## config.mk

```make
export PLATFORM = sky130hd
export DESIGN_NAME = lwe_crypto_unit
export DESIGN_NICKNAME = d
export VERILOG_FILES = /design/src/rtl/lwe_crypto_unit.sv
export SDC_FILE = /design/constraint.sdc
export NUM_CORES = 1
export LEC_CHECK = 0
export ABC_AREA = 1
export CAP_MARGIN = 0
export CORE_MARGIN = 3
export CORE_UTILIZATION = 40
export DETAILED_ROUTE_END_ITERATION = 10
export PLACE_DENSITY = 0.78
export SETUP_SLACK_MARGIN = 0.4
export SYNTH_ARGS = -nofsm -noshare
export SYNTH_HDL_FRONTEND = slang
export SYNTH_SLANG_ARGS = --single-unit
```

## constraint.sdc

```tcl
create_clock -name clk -period 1.5 [get_ports clk]
set_input_delay 0.225 -clock clk [delete_from_list [all_inputs] [get_ports clk]]
set_output_delay 0.225 -clock clk [all_outputs]
set_load 0.005 [all_outputs]
```

## src/rtl/lwe_crypto_unit.sv

```systemverilog
// Toy LWE arithmetic datapath: independent encrypt, homomorphic-add and decrypt lanes.
// All arithmetic wraps modulo a power-of-two modulus by truncation.
module lwe_crypto_unit #(
  parameter int unsigned PLAINTEXT_MODULUS  = 8,
  parameter int unsigned PLAINTEXT_WIDTH    = 3,
  parameter int unsigned CIPHERTEXT_MODULUS = 64,
  parameter int unsigned CIPHERTEXT_WIDTH   = 6,
  parameter int unsigned DIMENSION          = 1,
  parameter int unsigned BIG_N              = 5
) (
  input  logic                                clk,
  input  logic                                rst,
  input  logic [PLAINTEXT_WIDTH-1:0]          enc_plaintext,
  input  logic [BIG_N*CIPHERTEXT_WIDTH-1:0]   enc_publickey_row,
  input  logic [BIG_N-1:0]                    enc_noise_select,
  input  logic [DIMENSION:0]                  enc_row,
  output logic [CIPHERTEXT_WIDTH-1:0]         enc_ciphertext,
  input  logic [CIPHERTEXT_WIDTH-1:0]         add_ciphertext1,
  input  logic [CIPHERTEXT_WIDTH-1:0]         add_ciphertext2,
  output logic [CIPHERTEXT_WIDTH-1:0]         add_result,
  input  logic                                dec_en,
  input  logic [CIPHERTEXT_WIDTH-1:0]         dec_secretkey_entry,
  input  logic [CIPHERTEXT_WIDTH-1:0]         dec_ciphertext_entry,
  input  logic [DIMENSION+1:0]                dec_row,
  output logic [PLAINTEXT_WIDTH-1:0]          dec_result
);

  localparam int unsigned CW = CIPHERTEXT_WIDTH;
  localparam int unsigned PW = PLAINTEXT_WIDTH;
  // Power-of-two moduli reduce to a low-bit mask.
  localparam logic [CW-1:0] QMask = CW'(CIPHERTEXT_MODULUS - 1);
  localparam logic [CW-1:0] PMask = CW'(PLAINTEXT_MODULUS - 1);

  logic [CW-1:0] enc_q, enc_d;
  logic [CW-1:0] add_q, add_d;
  logic [CW-1:0] acc_q, acc_d;
  logic [CW-1:0] noise_sum;
  logic [CW-1:0] term;

  always_comb begin
    noise_sum = '0;
    for (int i = 0; i < int'(BIG_N); i++) begin
      if (enc_noise_select[i]) begin
        noise_sum = noise_sum + enc_publickey_row[i*CW +: CW];
      end
    end
    noise_sum = noise_sum & QMask;

    // Only row 0 carries the message, added without scaling.
    if (enc_row == '0) begin
      enc_d = (noise_sum + {{(CW-PW){1'b0}}, enc_plaintext}) & QMask;
    end else begin
      enc_d = noise_sum;
    end

    add_d = (add_ciphertext1 + add_ciphertext2) & QMask;

    term  = (dec_secretkey_entry * dec_ciphertext_entry) & QMask;
    acc_d = acc_q;
    if (dec_en) begin
      // Row 0 always restarts the inner product, discarding any prior sum.
      acc_d = (dec_row == '0) ? term : ((acc_q + term) & QMask);
    end
  end

  always_ff @(posedge clk or posedge rst) begin
    if (rst) begin
      enc_q <= '0;
      add_q <= '0;
      acc_q <= '0;
    end else begin
      enc_q <= enc_d;
      add_q <= add_d;
      acc_q <= acc_d;
    end
  end

  assign enc_ciphertext = enc_q;
  assign add_result     = add_q;
  assign dec_result     = PW'(acc_q & PMask);

endmodule

```

==> metrics.md, run 1 <==
| Metric | Value |
|---|---|
| Hold worst-path end | `add_result[0]$_DFF_PP0_` |
| Clock tree from TritonCTS | `built` |
| Global-route usage over all layers | `0.251` |
| Post-Syn Nets | `451` |
| Number of placement rows | `27` |
| Type of the tightest min-delay check | `input port to flip-flop` |
| CTS sink count | `15` |
| CTS Root Cell | `sky130_fd_sc_hd__clkbuf_8` |
| Tightest Pin Transition | `358 ps` |
| Horizontal die dimension | `81.9 um` |
| Yosys Warn Count | `0` |
| Proportion of synthesized flip-flops having asynchronous set or reset | `1.00` |
| Critical-path top delay cell | `sky130_fd_sc_hd__fa_2` |
| DP Worst Slack | `-3540 ps` |
| Largest incremental delay on the critical path | `410 ps` |
| Routed wirelength normalized by instance count | `17.8 um` |
| Detailed-route wire length | `10.7 mm` |
| Global routing met1 resource utilization | `0.245` |
| Standard cell area after detailed placement | `0.00385 mm2` |
| Proportion of layout cells with a drive suffix above 1 | `0.461` |
| Share of the yosys chip area belonging to registers | `0.163` |
| Adder-cell share of the synthesized area | `0.223` |
| Endpoint of the lowest-slack register-to-register path | `acc_q[2]$_DFFE_PP0P_` |
| Failing checks | `negative setup slack` |
| Number of standard cells after synthesis | `344` |
| Total clock buffers created by CTS | `3` |
| Worst Clk Skew | `1.16 ps` |
| Post-DP HPWL | `5.92 mm` |
| Final-report hold violation count | `0` |
| Complex-gate fraction of the synthesized area | `0.100` |
| Final non-filler cell area | `0.00470 mm2` |
| Clock-pin transition on the worst setup and hold timing paths | `60 ps` |
| Busiest metal layer after global routing | `met2` |
| Library cell appearing most often on the critical path | `sky130_fd_sc_hd__nand2_1` |
| Antenna violations before repair | `0` |
| Setup slack on the worst flop-to-flop path | `-80 ps` |
| Ranking of synthesized cells by area | `sky130_fd_sc_hd__nand2_1, sky130_fd_sc_hd__dfrtp_1, sky130_fd_sc_hd__ha_1, sky130_fd_sc_hd__inv_1, sky130_fd_sc_hd__nand3_1` |
| Max Root-Sink Buffers | `2` |
| Share of cell area taken by muxes after synthesis | `0` |
| Setup CP Type | `input port to flip-flop` |
| Setup crit end kind | `flip-flop` |
| Router iterations before antenna repair | `4` |
| Cell taking the most area after synthesis | `sky130_fd_sc_hd__nand2_1` |
| Setup ws final | `-3060 ps` |
| Final max-slew violation count | `0` |
| Static Leak | `0.00229 uW` |
| Number of global-route vias before repair | `3087` |
| Critical path launch point type | `input port` |
| Clock period minus worst slack | `4560 ps` |
| Data required time at the worst endpoint | `1650 ps` |
| Global routing usage on met2 | `0.506` |
| Final clock period utilization by the worst path | `3.04` |
| Worst-path maximum fanout | `5` |
| Final setup vio count | `7` |
| Synthesis-stage register bit count | `15` |
| Primary FF master, synth | `sky130_fd_sc_hd__dfrtp_1` |
| Synth top cells by count | `sky130_fd_sc_hd__nand2_1, sky130_fd_sc_hd__inv_1, sky130_fd_sc_hd__nand3_1` |
| Power Dens Cells | `875 mW/mm2` |
| Max capacitance violation total | `0` |
| Worst slew margin | `0.760` |
| Xor/xnor cell area share of the yosys netlist | `0.0797` |
| Mean area per synthesized cell | `6.71 um2` |
| Post-synthesis share of cell area spent on and, or, nand and nor gates | `0.337` |
| Drt initial violations | `175` |
| Cell count of the worst hold path | `2` |
| Total inserted antenna cells | `0` |
| Number of primary I/O pins | `85` |
| Maximum frequency from static timing analysis | `219 MHz` |
| Startpoint of the most critical setup path | `enc_noise_select[0]` |
| Maximum VDD drop | `0.561 mV` |
| RSZ-0062 raised after global routing | `true` |
| Distinct cell type count of the synthesized netlist | `28` |
| Met3 Usage GRT | `0.0428` |
| Pin count of the biggest net entering global routing | `16` |
| Vias per cell | `5.36` |
| Overflow left after global routing | `0` |
| Clk Latency, worst-skew pair | `250 ps` |
| CTS H-Tree Depth | `1` |
| Hold buffer count at cts | `0` |
| Depth of the worst register-to-register path | `6` |
| Number of design rule violations left after detail routing | `0` |
| Area enclosed by the die boundary | `0.00671 mm2` |
| R2R Path Start | `acc_q[0]$_DFFE_PP0P_` |
| Share of the synthesized area in the top cell type | `0.168` |
| Global-route wire length before repair | `13.1 mm` |
| RePlAce Congestion | `0.903` |
| Antenna-violating nets left | `0` |
| Status | `finished with violations` |
| # port buffers | `78` |
| Area added between synthesis and finish | `104%` |
| Total via count in the routed design | `3210` |
| Source of the worst hold timing path | `add_ciphertext1[0]` |
| Main combinational cell family by area after synthesis | `simple AND/OR/NAND/NOR gates` |
| Die height | `81.9 um` |
| Number of enable flip-flop cells after synthesis | `0` |
| Most common cell in the netlist | `sky130_fd_sc_hd__nand2_1` |
| Synth Cell Area | `0.00231 mm2` |
| Area of the core | `0.00554 mm2` |
| NumNets Final | `635` |
| Data arrival, critical path | `4710 ps` |
| Initial core utilization | `0.416` |
==> critical path, delay by kind of cell <==
family                     cells  cell delay [ps]
and+or+nand+nor               16             1580
AOI/OAI and AO/OA              2              440
adders and majority gates      5             1390
buffers and inverters          6              390
xor gates and xnor gates       3              670
==> routing by layer <==
layer / share of wire / wire, um
met1: 0.34 / 3630
met2: 0.54 / 5740
met3: 0.064 / 686
met4: 0.057 / 605
met5: 0 / 0
==> where the power goes <==
group | switching, uW | total (uW) | internal (uW)
Sequential | 53.1 | 572 | 519
Clock | 153 | 338 | 185
Combinational | 1520 | 3200 | 1680
==> what timing repair did <==
item	CTS	global route
gates resized for setup	146	67
setup buffers	16	10
pin swaps	66	60
setup endpoints to repair	29	18
==> how the worst max path moves through the flow <==
stage | slack (ps) | cells after the start | endpoint
6_report | -3060 | 32 | enc_ciphertext[5]$_DFF_PP0_
2_1_floorplan | -2660 | 23 | enc_ciphertext[4]$_DFF_PP0_
5_1_grt | -3200 | 32 | enc_ciphertext[5]$_DFF_PP0_
4_1_cts | -2480 | 24 | enc_ciphertext[5]$_DFF_PP0_
3_5_place_dp | -3540 | 24 | enc_ciphertext[5]$_DFF_PP0_
3_3_place_gp | -3390 | 24 | enc_ciphertext[5]$_DFF_PP0_
==> cells by family (layout without fill, tap and decap cells) <==
logic type	Yosys count	count (layout)
flops	15	15
xor+xnor	21	21
buf+inv	58	241
simple gates	176	176
compound gates	37	37
fa+ha+maj	37	37
==> area by class of cell <==
cell class              instances  area [um2]
multi-input cells             271        2380
clock buffers                   3        41.3
well taps                      72        90.1
repair buffers                181        1590
inverters                      56         220
clock inverters                 1        5.00
fillers                       290         845
flip-flops and latches         15         375
==> cells in the final DEF, fill, tap and decap left out, types with 3 or more instances in the layout <==
cell type                          n
sky130_fd_sc_hd__xor2_1            8
sky130_fd_sc_hd__buf_2             3
sky130_fd_sc_hd__xnor2_2           5
sky130_fd_sc_hd__inv_4             4
sky130_fd_sc_hd__dfrtp_1          15
sky130_fd_sc_hd__xnor2_1           6
sky130_fd_sc_hd__nand3_1          29
sky130_fd_sc_hd__nand3_2           6
sky130_fd_sc_hd__ha_4             22
sky130_fd_sc_hd__clkdlybuf4s50_1  43
sky130_fd_sc_hd__nor2_1            6
sky130_fd_sc_hd__clkbuf_8          3
sky130_fd_sc_hd__dlygate4sd2_1     5
sky130_fd_sc_hd__fa_2              7
sky130_fd_sc_hd__a21oi_4           4
sky130_fd_sc_hd__buf_6            15
sky130_fd_sc_hd__a21oi_1           6
sky130_fd_sc_hd__clkdlybuf4s15_1  16
sky130_fd_sc_hd__o21ai_1           5
sky130_fd_sc_hd__inv_2            14
sky130_fd_sc_hd__nand2_4           6
sky130_fd_sc_hd__nand3_4           4
sky130_fd_sc_hd__o21ai_4           4
sky130_fd_sc_hd__ha_1              6
sky130_fd_sc_hd__a21oi_2           4
sky130_fd_sc_hd__o21ai_2           8
sky130_fd_sc_hd__nand2_2          23
sky130_fd_sc_hd__buf_4            93
sky130_fd_sc_hd__or2_1             4
sky130_fd_sc_hd__nand4_1           7
sky130_fd_sc_hd__inv_1            37
sky130_fd_sc_hd__nand2_1          82
==> metrics by stage <==
stage	hold WS (ps)	util	setup TNS (ps)	std cells	total power (uW)
3_3_place_gp	532	0.696	-19450	569	2650
4_1_cts	232	0.783	-12900	589	3450
5_1_grt	212	0.848	-15100	599	4350
6_report	210	0.848	-14410	599	4110
3_5_place_dp	545	0.696	-20320	569	2730
2_1_floorplan	126	-	-13680	344	1720
==> flip-flops by register name, summed over array words and instances (netlist names) <==
| signal | count |
|---|---|
| enc_ciphertext | 6 |
| acc_q | 3 |
| add_result | 6 |
Power figures use the tool's default switching activity.
==> run 2, diff against run 1 <==
Settings changed: CORE_MARGIN 3 to unset.
==> run 2 against run 1 <==
  * The flow still finishes with violations (negative setup slack)
  * Final cell count up 0.33%
  * Highest routed layer unchanged
  * Clock power down 1%
  * Register-to-register slack better by 30 ps
  * Setup slack better by 340 ps
  * Sequential power about the same
  * Largest power group unchanged
  * Critical endpoint unchanged
  * Flip-flop and latch count unchanged
  * Critical path depth up 3
  * Maximum frequency up 8.0%
  * Largest cell class unchanged
  * Clock skew up 5.0 ps
  * Core utilization down 1.7 points
  * Power down 6.5%
==> metrics.md, run 2 (synthesis gave the netlist of run 1 again) <==
| Metric | Value |
|---|---|
| Status | `finished with violations (unchanged)` |
| Failing checks | `negative setup slack (unchanged)` |
| Met3 WL post-DR | `668 um (was 686 um)` |
| Final-report hold violation count | `0 (unchanged)` |
| NumNets Final | `637 (was 635)` |
| RSZ-0062 raised after global routing | `true (unchanged)` |
| Most frequent standard cell in the layout excluding fill and tap cells | `sky130_fd_sc_hd__buf_4 (unchanged)` |
| DR top layer | `met4 (unchanged)` |
| Total via count in the routed design | `3208 (was 3210)` |
| Antenna violations before repair | `0 (unchanged)` |
| Post-DP HPWL | `5.71 mm (was 5.92 mm)` |
| Total inserted antenna cells | `0 (unchanged)` |
| Power Dens Cells | `835 mW/mm2 (was 875 mW/mm2)` |
| Clk Latency, worst-skew pair | `250 ps (about the same)` |
| Routed length on met2 | `4.88 mm (was 5.74 mm)` |
| Worst Clk Skew | `6.18 ps (was 1.16 ps)` |
| Tightest Pin Transition | `283 ps (was 358 ps)` |
| Max capacitance violation total | `0 (unchanged)` |
| Drt initial violations | `218 (was 175)` |
| Combinational share of power | `0.764 (was 0.779)` |
| RePlAce Congestion | `0.943 (was 0.903)` |
| Crit path max-delay family | `simple AND/OR/NAND/NOR gates (unchanged)` |
| Pin count of the biggest net entering global routing | `16 (unchanged)` |
| Number of primary I/O pins | `85 (unchanged)` |
| Vias per cell | `5.34 (was 5.36)` |
| Clock-pin transition on the worst setup and hold timing paths | `60 ps (about the same)` |
| Portion of total power attributed to the clock network | `0.087 (was 0.082)` |
| CTS H-Tree Depth | `1 (unchanged)` |
| Setup ws final | `-2720 ps (was -3060 ps)` |
| Setup crit end kind | `flip-flop (unchanged)` |
| Proportion of layout cells with a drive suffix above 1 | `0.454 (was 0.461)` |
| Int Pwr | `2250 uW (was 2380 uW)` |
| Library cell appearing most often on the critical path | `sky130_fd_sc_hd__nand2_1 (unchanged)` |
| Critical-path top delay cell | `sky130_fd_sc_hd__fa_2 (unchanged)` |
| Data arrival, critical path | `4370 ps (was 4710 ps)` |
| Area enclosed by the die boundary | `0.00608 mm2 (was 0.00671 mm2)` |
| Routed wirelength normalized by instance count | `15.9 um (was 17.8 um)` |
| Horizontal die dimension | `77.9 um (was 81.9 um)` |
| Total clock buffers created by CTS | `3 (unchanged)` |
| Maximum VDD drop | `0.537 mV (was 0.561 mV)` |
| Standard cell area after detailed placement | `0.00385 mm2 (about the same)` |
| Critical path launch point type | `input port (unchanged)` |
| Switching pwr | `1590 uW (was 1720 uW)` |
| Area added between synthesis and finish | `99.5% (was 104%)` |
| Overflow left after global routing | `0 (unchanged)` |
| Global-route usage over all layers | `0.260 (was 0.251)` |
| Maximum frequency from static timing analysis | `237 MHz (was 219 MHz)` |
| Switch share | `0.414 (was 0.420)` |
| Die height | `77.9 um (was 81.9 um)` |
| Largest incremental delay on the critical path | `390 ps (was 410 ps)` |
| Initial core utilization | `0.416 (unchanged)` |
| Worst slew margin | `0.810 (was 0.760)` |
| Number of global-route vias before repair | `2967 (was 3087)` |
| Area of the core | `0.00554 mm2 (unchanged)` |
| Type of the tightest min-delay check | `input port to flip-flop (unchanged)` |
| Number of placement rows | `27 (unchanged)` |
| Met1 Routed Length | `3.40 mm (was 3.63 mm)` |
| Max Root-Sink Buffers | `2 (unchanged)` |
| Antenna-violating nets left | `0 (unchanged)` |
| Clock tree from TritonCTS | `built (unchanged)` |
| Clock period minus worst slack | `4220 ps (was 4560 ps)` |
| Setup CP Type | `input port to flip-flop (unchanged)` |
| Final non-filler cell area | `0.00460 mm2 (was 0.00470 mm2)` |
| # port buffers | `78 (unchanged)` |
| Final setup vio count | `7 (unchanged)` |
| CTS Root Cell | `sky130_fd_sc_hd__clkbuf_8 (unchanged)` |
| Buf/Inv on CP | `6 (unchanged)` |
| Sequential share of power | `0.149 (was 0.139)` |
| Global-route wire length before repair | `12.6 mm (was 13.1 mm)` |
| CTS sink count | `15 (unchanged)` |
| Number of design rule violations left after detail routing | `0 (unchanged)` |
| Router iterations before antenna repair | `5 (was 4)` |
| Detailed-route wire length | `9.53 mm (was 10.7 mm)` |
| Worst-path maximum fanout | `4 (was 5)` |
| Commonest non-fill, non-tap cells in the layout | `sky130_fd_sc_hd__buf_4, sky130_fd_sc_hd__nand2_1, sky130_fd_sc_hd__clkdlybuf4s50_1, sky130_fd_sc_hd__inv_1, sky130_fd_sc_hd__nand3_1 (unchanged)` |
| Data required time at the worst endpoint | `1650 ps (about the same)` |
| Final clock period utilization by the worst path | `2.82 (was 3.04)` |
| Static Leak | `0.00226 uW (was 0.00229 uW)` |
| Final max-slew violation count | `0 (unchanged)` |
| Setup TNS | `-13670 ps (was -14410 ps)` |
[run 2: cell count changes in the layout (fill, tap and decap cells not counted), moves of 3 or more]
cell	before	now
sky130_fd_sc_hd__buf_4	93	100
sky130_fd_sc_hd__buf_6	15	9
sky130_fd_sc_hd__dlygate4sd2_1	5	9
sky130_fd_sc_hd__nand2_1	82	85
sky130_fd_sc_hd__nand2_4	6	3
sky130_fd_sc_hd__nand3_1	29	26
sky130_fd_sc_hd__nand3_2	6	13
sky130_fd_sc_hd__nand3_4	4	0
[run 2: final cells by class]
| type | count | area (um2) |
|---|---|---|
| clock buffer | 4 | 45.0 |
| tap | 72 | 90.1 |
| inverter | 56 | 215 |
| fill | 320 | 937 |
| multi-input combinational | 271 | 2300 |
| sequential | 15 | 375 |
| timing repair buffer | 183 | 1570 |
[run 2: worst register-to-register path: stages (launching register included)]
cell and delay [ps]:
sky130_fd_sc_hd__dfrtp_1 410, sky130_fd_sc_hd__ha_2 190, sky130_fd_sc_hd__fa_2 350, sky130_fd_sc_hd__or2_4 240, sky130_fd_sc_hd__nand3_2 70, sky130_fd_sc_hd__xnor2_2 110, sky130_fd_sc_hd__o21ai_1 70
[run 2: final timing paths]
check	cells after the start	slack, ps	start	end
setup / recovery	35	-2720	enc_noise_select[0]	enc_ciphertext[5]$_DFF_PP0_
hold / removal	2	210	add_ciphertext1[0]	add_result[0]$_DFF_PP0_
setup reg to reg	6	-50	acc_q[0]$_DFFE_PP0P_	acc_q[2]$_DFFE_PP0P_
hold reg to reg	2	620	acc_q[1]$_DFFE_PP0P_	acc_q[1]$_DFFE_PP0P_
max in group asynchronous	3	1040	rst	enc_ciphertext[4]$_DFF_PP0_
min in group asynchronous	3	280	rst	enc_ciphertext[1]$_DFF_PP0_
[run 2: metrics by stage]
step | setup slack, ps | power, uW | instances | hold WS, ps | util
floorplan | -2660 | 1720 | 344 | 126 | -
global placement | -3370 | 2640 | 567 | 531 | 0.695
detailed placement | -3520 | 2740 | 567 | 558 | 0.695
CTS | -2500 | 3370 | 594 | 211 | 0.778
global route | -2970 | 4080 | 601 | 225 | 0.831
finish | -2720 | 3840 | 601 | 211 | 0.831
[run 2: routing by layer]
layer,vias to the layer above,track usage
li1,1482,-
met1,1479,0.280
met2,183,0.511
met3,64,0.0376
met4,0,0.0907
met5,-,0
[run 2: repair_timing]
action,in CTS,in global routing
pin swaps,78,45
setup endpoints to repair,29,14
hold buffers,0,0
gates resized for setup,139,51
buffers inserted,23,7
[run 2: power by group through the flow]
stage | combinational (uW) | clock [uW] | sequential (uW)
6_report | 2940 | 334 | 573
5_1_grt | 3140 | 355 | 577
4_1_cts | 2460 | 339 | 568
3_5_place_dp | 2150 | 0 | 585
3_3_place_gp | 2070 | 0 | 574
2_1_floorplan | 1130 | 0 | 590
